===== src/rtl/instr_fetch_ctrl_if.sv =====
// Fetch-controller bus bundle: instruction-memory port, decode-side handshake,
// redirect request and fault report. The master is the fetch controller itself.
interface instr_fetch_ctrl_if;
  logic        en;
  logic [31:0] imem_addr;
  logic [31:0] imem_instr;
  logic        out_valid;
  logic        out_ready;
  logic [31:0] out_instr;
  logic [31:0] out_pc;
  logic        redirect;
  logic [31:0] redirect_pc;
  logic        fault;
  logic [31:0] fault_pc;

  modport master (
    input  en, imem_instr, out_ready, redirect, redirect_pc,
    output imem_addr, out_valid, out_instr, out_pc, fault, fault_pc
  );

  modport slave (
    output en, imem_instr, out_ready, redirect, redirect_pc,
    input  imem_addr, out_valid, out_instr, out_pc, fault, fault_pc
  );
endinterface


===== src/rtl/instr_fetch_ctrl.sv =====
// Instruction fetch controller: PC sequencing, small in-order fetch buffer,
// redirect handling and a sticky misaligned-target fault state.
module instr_fetch_ctrl #(
  parameter logic [31:0] RESET_PC = 32'h0000_0000,
  parameter int          DEPTH    = 2
) (
  input logic              clk,
  input logic              rst_n,
  instr_fetch_ctrl_if.master bus
);

  localparam int CW = $clog2(DEPTH + 1);
  localparam logic [CW-1:0] FULL = CW'(DEPTH);

  typedef enum logic [1:0] {IDLE, RUN, FAULT} state_t;

  state_t        state_reg;
  logic [31:0]   pc_reg;
  logic [CW-1:0] count_reg;
  logic          fault_reg;
  logic [31:0]   fault_pc_reg;

  logic pop;
  logic push;
  logic misaligned;

  always_comb begin
    pop        = (count_reg != '0) && bus.out_ready;
    misaligned = |bus.redirect_pc[1:0];
    push       = (state_reg == RUN) && bus.en && !bus.redirect &&
                 ((count_reg < FULL) || pop);
  end

  always_ff @(posedge clk) begin
    if (!rst_n) begin
      state_reg    <= IDLE;
      pc_reg       <= RESET_PC;
      count_reg    <= '0;
      fault_reg    <= 1'b0;
      fault_pc_reg <= '0;
    end else begin
      case (state_reg)
        IDLE: begin
          if (bus.redirect && misaligned) begin
            state_reg    <= FAULT;
            fault_reg    <= 1'b1;
            fault_pc_reg <= bus.redirect_pc;
          end else begin
            if (bus.redirect) pc_reg <= bus.redirect_pc;
            if (bus.en) state_reg <= RUN;
          end
        end
        RUN: begin
          if (bus.redirect) begin
            // Flush wins over any same-cycle pop; the popped entry is simply consumed.
            count_reg <= '0;
            if (misaligned) begin
              state_reg    <= FAULT;
              fault_reg    <= 1'b1;
              fault_pc_reg <= bus.redirect_pc;
            end else begin
              pc_reg <= bus.redirect_pc;
            end
          end else begin
            if (push) pc_reg <= pc_reg + 32'd4;
            count_reg <= count_reg + CW'(push) - CW'(pop);
          end
        end
        FAULT: ;
        default: state_reg <= IDLE;
      endcase
    end
  end

  // Shift-register buffer: entry 0 is the head, a pop shifts everything down one slot.
  for (genvar gi = 0; gi < DEPTH; gi++) begin : gen_buf
    logic [31:0] instr_reg;
    logic [31:0] pc_reg;
    logic [31:0] upper_instr;
    logic [31:0] upper_pc;
    logic        load_new;

    if (gi < DEPTH - 1) begin : gen_upper
      assign upper_instr = gen_buf[gi+1].instr_reg;
      assign upper_pc    = gen_buf[gi+1].pc_reg;
    end else begin : gen_top
      assign upper_instr = instr_reg;
      assign upper_pc    = pc_reg;
    end

    assign load_new = push && (pop ? (count_reg == CW'(gi + 1)) : (count_reg == CW'(gi)));

    always_ff @(posedge clk) begin
      if (!rst_n) begin
        instr_reg <= '0;
        pc_reg    <= '0;
      end else if (load_new) begin
        instr_reg <= bus.imem_instr;
        pc_reg    <= instr_fetch_ctrl.pc_reg;
      end else if (pop) begin
        instr_reg <= upper_instr;
        pc_reg    <= upper_pc;
      end
    end
  end

  assign bus.imem_addr = pc_reg;
  assign bus.out_valid = (count_reg != '0);
  assign bus.out_instr = gen_buf[0].instr_reg;
  assign bus.out_pc    = gen_buf[0].pc_reg;
  assign bus.fault     = fault_reg;
  assign bus.fault_pc  = fault_pc_reg;

endmodule

===== src/flat_wrapper.sv =====
// flat-port wrapper written by rule: the top's interface ports become plain ports
module instr_fetch_ctrl_flat 
#(
  parameter logic [31:0] RESET_PC = 32'h0000_0000,
  parameter int          DEPTH    = 2
)
  (clk, rst_n, bus_en, bus_imem_instr, bus_out_ready, bus_redirect, bus_redirect_pc, bus_imem_addr, bus_out_valid, bus_out_instr, bus_out_pc, bus_fault, bus_fault_pc);
  instr_fetch_ctrl_if bus_i ();
  input logic clk;
  input logic rst_n;
  input wire logic [$bits(bus_i.en)-1:0] bus_en;
  input wire logic [$bits(bus_i.imem_instr)-1:0] bus_imem_instr;
  input wire logic [$bits(bus_i.out_ready)-1:0] bus_out_ready;
  input wire logic [$bits(bus_i.redirect)-1:0] bus_redirect;
  input wire logic [$bits(bus_i.redirect_pc)-1:0] bus_redirect_pc;
  output wire logic [$bits(bus_i.imem_addr)-1:0] bus_imem_addr;
  output wire logic [$bits(bus_i.out_valid)-1:0] bus_out_valid;
  output wire logic [$bits(bus_i.out_instr)-1:0] bus_out_instr;
  output wire logic [$bits(bus_i.out_pc)-1:0] bus_out_pc;
  output wire logic [$bits(bus_i.fault)-1:0] bus_fault;
  output wire logic [$bits(bus_i.fault_pc)-1:0] bus_fault_pc;
  assign bus_i.en = bus_en;
  assign bus_i.imem_instr = bus_imem_instr;
  assign bus_i.out_ready = bus_out_ready;
  assign bus_i.redirect = bus_redirect;
  assign bus_i.redirect_pc = bus_redirect_pc;
  assign bus_imem_addr = bus_i.imem_addr;
  assign bus_out_valid = bus_i.out_valid;
  assign bus_out_instr = bus_i.out_instr;
  assign bus_out_pc = bus_i.out_pc;
  assign bus_fault = bus_i.fault;
  assign bus_fault_pc = bus_i.fault_pc;
  instr_fetch_ctrl #(.RESET_PC(RESET_PC), .DEPTH(DEPTH)) u_core (.clk(clk), .rst_n(rst_n), .bus(bus_i));
endmodule

===== config.mk =====
export PLATFORM = sky130hd
export DESIGN_NAME = instr_fetch_ctrl_flat
export DESIGN_NICKNAME = d
export VERILOG_FILES = /design/src/rtl/instr_fetch_ctrl_if.sv /design/src/rtl/instr_fetch_ctrl.sv /design/src/flat_wrapper.sv
export SDC_FILE = /design/constraint.sdc
export NUM_CORES = 1
export LEC_CHECK = 0
export ABC_AREA = 1
export BUFFER_PORTS_ARGS = -buffer_cell sky130_fd_sc_hd__buf_4
export CORE_ASPECT_RATIO = 1.75
export CORE_MARGIN = 1
export CORE_UTILIZATION = 40
export DETAILED_ROUTE_END_ITERATION = 16
export GPL_TIMING_DRIVEN = 0
export PLACE_DENSITY = 0.74
export SLEW_MARGIN = 20
export SYNTH_ARGS = -nofsm -noshare
export SYNTH_HDL_FRONTEND = slang
export SYNTH_SLANG_ARGS = --single-unit

===== constraint.sdc =====
create_clock -name clk -period 2 [get_ports clk]
set_input_delay 0.3 -clock clk [delete_from_list [all_inputs] [get_ports clk]]
set_output_delay 0.3 -clock clk [all_outputs]
set_load 0.005 [all_outputs]

==> impl_metrics.py <==
metrics = {
    "run_status": {
        "status": "completed",
    },
    "timing": {
        "rsz0062_at_grt": "yes",
        "fin_skew_ns": 0.01572,
        "hold_viol": 0,
        "setup_viol": 0,
        "min_period_over_period_pct": 95.64,
        "finalCriticalPeriod_ns": 1.913,
        "layout_setup_ws_ns": 0.08720,
        "finalMaxSlewViolations": 0,
        "maxSlewHeadroom_pct": 52.20,
        "fmax_ghz": 0.5228,
        "tightest_slew_ns": 0.7171,
    },
    "finish": {
        "mostFrequentLayoutCells": "nor2_1 (267), nand2_1 (220), buf_4 (203)",
        "antenna_cells": 0,
        "seq_area_um2": 3951,
        "n_fill_cell": 2199,
        "area_growth_pct": 28.60,
        "final_util_pct": 52.34,
        "multiInputGateArea_um2": 4202,
        "nNetsFinal": 1519,
        "drive_gt1_share_pct": 21.51,
        "design_area_um2": 11250,
        "layout_commonest_cell": "nor2_1",
    },
    "cts": {
        "path_clk_slew_ns": 0.08,
        "cts_sinks": 197,
        "clock_latency_ns": 0.44,
        "cts_made_buffers": 17,
        "clockBufferDepth": 2,
        "h-tree-depth": 4,
        "cts_tree": "yes",
        "postCtsHoldBufs": 0,
        "clock-root-buffer": "clkbuf_16",
    },
    "grt": {
        "grt.overflow.total": 0,
        "antenna_found_initial": 0,
        "grt_pass1_vias": 9012,
        "track_usage_pct": 26.87,
        "grt_first_pass_wirelength_um": 46970,
        "grt_max_degree": 19,
    },
    "floorplan": {
        "dieArea_um2": 22490,
        "rows": 71,
        "fp.dieH_um": 197.7,
        "initial_utilization_pct": 40.70,
        "core_um2": 21500,
        "chipWidth_um": 113.8,
        "pin_count": 199,
    },
    "critical_path": {
        "critPathCaptureType": "register",
        "timing_worst_setup_path_type": "register to register",
        "critPathRequiredTime_ns": 2.29,
        "startpoint_type": "register",
        "worstPathArrival_ns": 2.20,
        "crit_fanout": 7,
    },
    "place": {
        "place_ws_ns": -0.2993,
        "portBuffers": 198,
        "placed_area_um2": 10600,
        "place_congestion": 0.9551,
        "hpwlAfterDp_um": 22600,
    },
    "logic_synthesis": {
        "syn_area_per_cell_um2": 7.119,
        "syn_inst": 1229,
        "ys_types": 32,
        "ys_ff_latch": 197,
        "synth_nets": 1301,
        "synthesis.area_um2": 8750,
        "seq_area_frac_synth_pct": 45.07,
        "ys_warn_count": 0,
    },
    "run": {
        "drv_cap": 0,
    },
    "route": {
        "drt_iter0_markers": 704,
        "via_count": 9121,
        "via_per_inst": 5.206,
        "routedWlPerCell_um": 16.85,
        "firstDrtPassIters": 6,
        "antenna_left": 0,
        "route.detailed.drc": 0,
        "wirelength_um": 29520,
    },
    "power": {
        "power_leakage_nw": 4.516,
        "p_per_area_nw_per_um2": 774.9,
        "power_mw": 8.720,
        "ir_drop_uv": 526.5,
    },
    "hold_path": {
        "hold_path.class": "input port to register",
    },
}
[per-stage QoR]
| step | cells | hold WS (ns) | setup TNS (ns) |
|---|---|---|---|
| 4_1_cts | 1751 | 0.08228 | 0 |
| 6_report | 1752 | 0.08601 | 0 |
| 5_1_grt | 1752 | 0.09736 | -0.07134 |
| 2_1_floorplan | 1229 | 0.4349 | 0 |
| 3_3_place_gp | 1719 | 0.4512 | -0.5864 |
| 3_5_place_dp | 1719 | 0.4541 | -0.7204 |
[path summary, 6_finish.rpt]
path                            depth (start not counted)                       end  slack (ns)                    start
worst max-delay path                                   10  u_core.bus.imem_addr[24]        0.09  u_core.bus.imem_addr[3]
worst min-delay path                                    3    u_core.bus.fault_pc[8]        0.09       bus_redirect_pc[8]
worst max register to register                         10  u_core.bus.imem_addr[24]        0.09  u_core.bus.imem_addr[3]
worst min register to register                          2    u_core.bus.fault_pc[0]        0.46   u_core.bus.fault_pc[0]
[metal layers]
metal | track usage [%] | wire length [um]
met1 | 28.57 | 11250
met2 | 50.09 | 15350
met3 | 3.345 | 1261
met4 | 15.68 | 1661
met5 | 0 | 0
[worst max-delay path, cell delays in order, from the launching register on]
cell and delay (ns):
dfxtp_2 0.42, ha_2 0.25, nand2_1 0.09, nor2_2 0.19
nand2_1 0.19, nor2_4 0.21, nand2_1 0.08, nand2_1 0.07
nand3_1 0.12, nand2_1 0.09, a21oi_1 0.05
[power by group]
group / internal, mW / switching (mW) / total (mW)
combinational: 0.413 / 0.499 / 0.912
sequential: 4.05 / 0.152 / 4.21
clock: 1.95 / 1.65 / 3.60
total: 6.42 / 2.30 / 8.72
[timing repair]
action                     CTS  global route
setup endpoints to repair    6            16
gates resized for setup      4            14
setup buffers                0             1
pin swaps                    0             1
[area by class of cell]
class / instances / area share (%)
buffer: 86 / 3.481
clock buffer: 19 / 4.025
clock inverter: 13 / 1.423
inverter: 62 / 2.091
multi-input combinational: 884 / 37.34
sequential: 197 / 35.12
tap: 292 / 3.247
timing repair buffer: 199 / 13.28
[cell families (layout without fill, tap and decap cells)]
family / after synthesis / in the layout / share of synthesized area [%]
adder cells (fa/ha/maj): 3 / 3 / 0.4290
buffers and inverters: 148 / 379 / 7.078
flip-flops: 197 / 197 / 45.07
AO/OA/AOI/OAI: 306 / 306 / 20.35
AND/OR/NAND/NOR: 572 / 572 / 26.77
XOR/XNOR: 3 / 3 / 0.3004
[synth_stat cells (all sizes together)]
cell type,count,area (um^2)
dfxtp,197,3944
nand2,221,832.1
o211ai,2,15.01
buf,35,191.4
a311oi,64,560.5
clkbuf,51,192.7
xor2,2,17.52
xnor2,1,8.760
nand3,45,237.7
and3,1,6.260
o21ai,180,900.9
nor3,4,20.02
nand4,1,6.260
ha,3,37.54
inv,62,235.2
nor3b,1,7.510
or2,22,137.6
nor2,277,1095
a21oi,58,290.3
a31oi,1,6.260
o21a,1,7.510
Note: power is estimated with default switching activity, not from simulation.
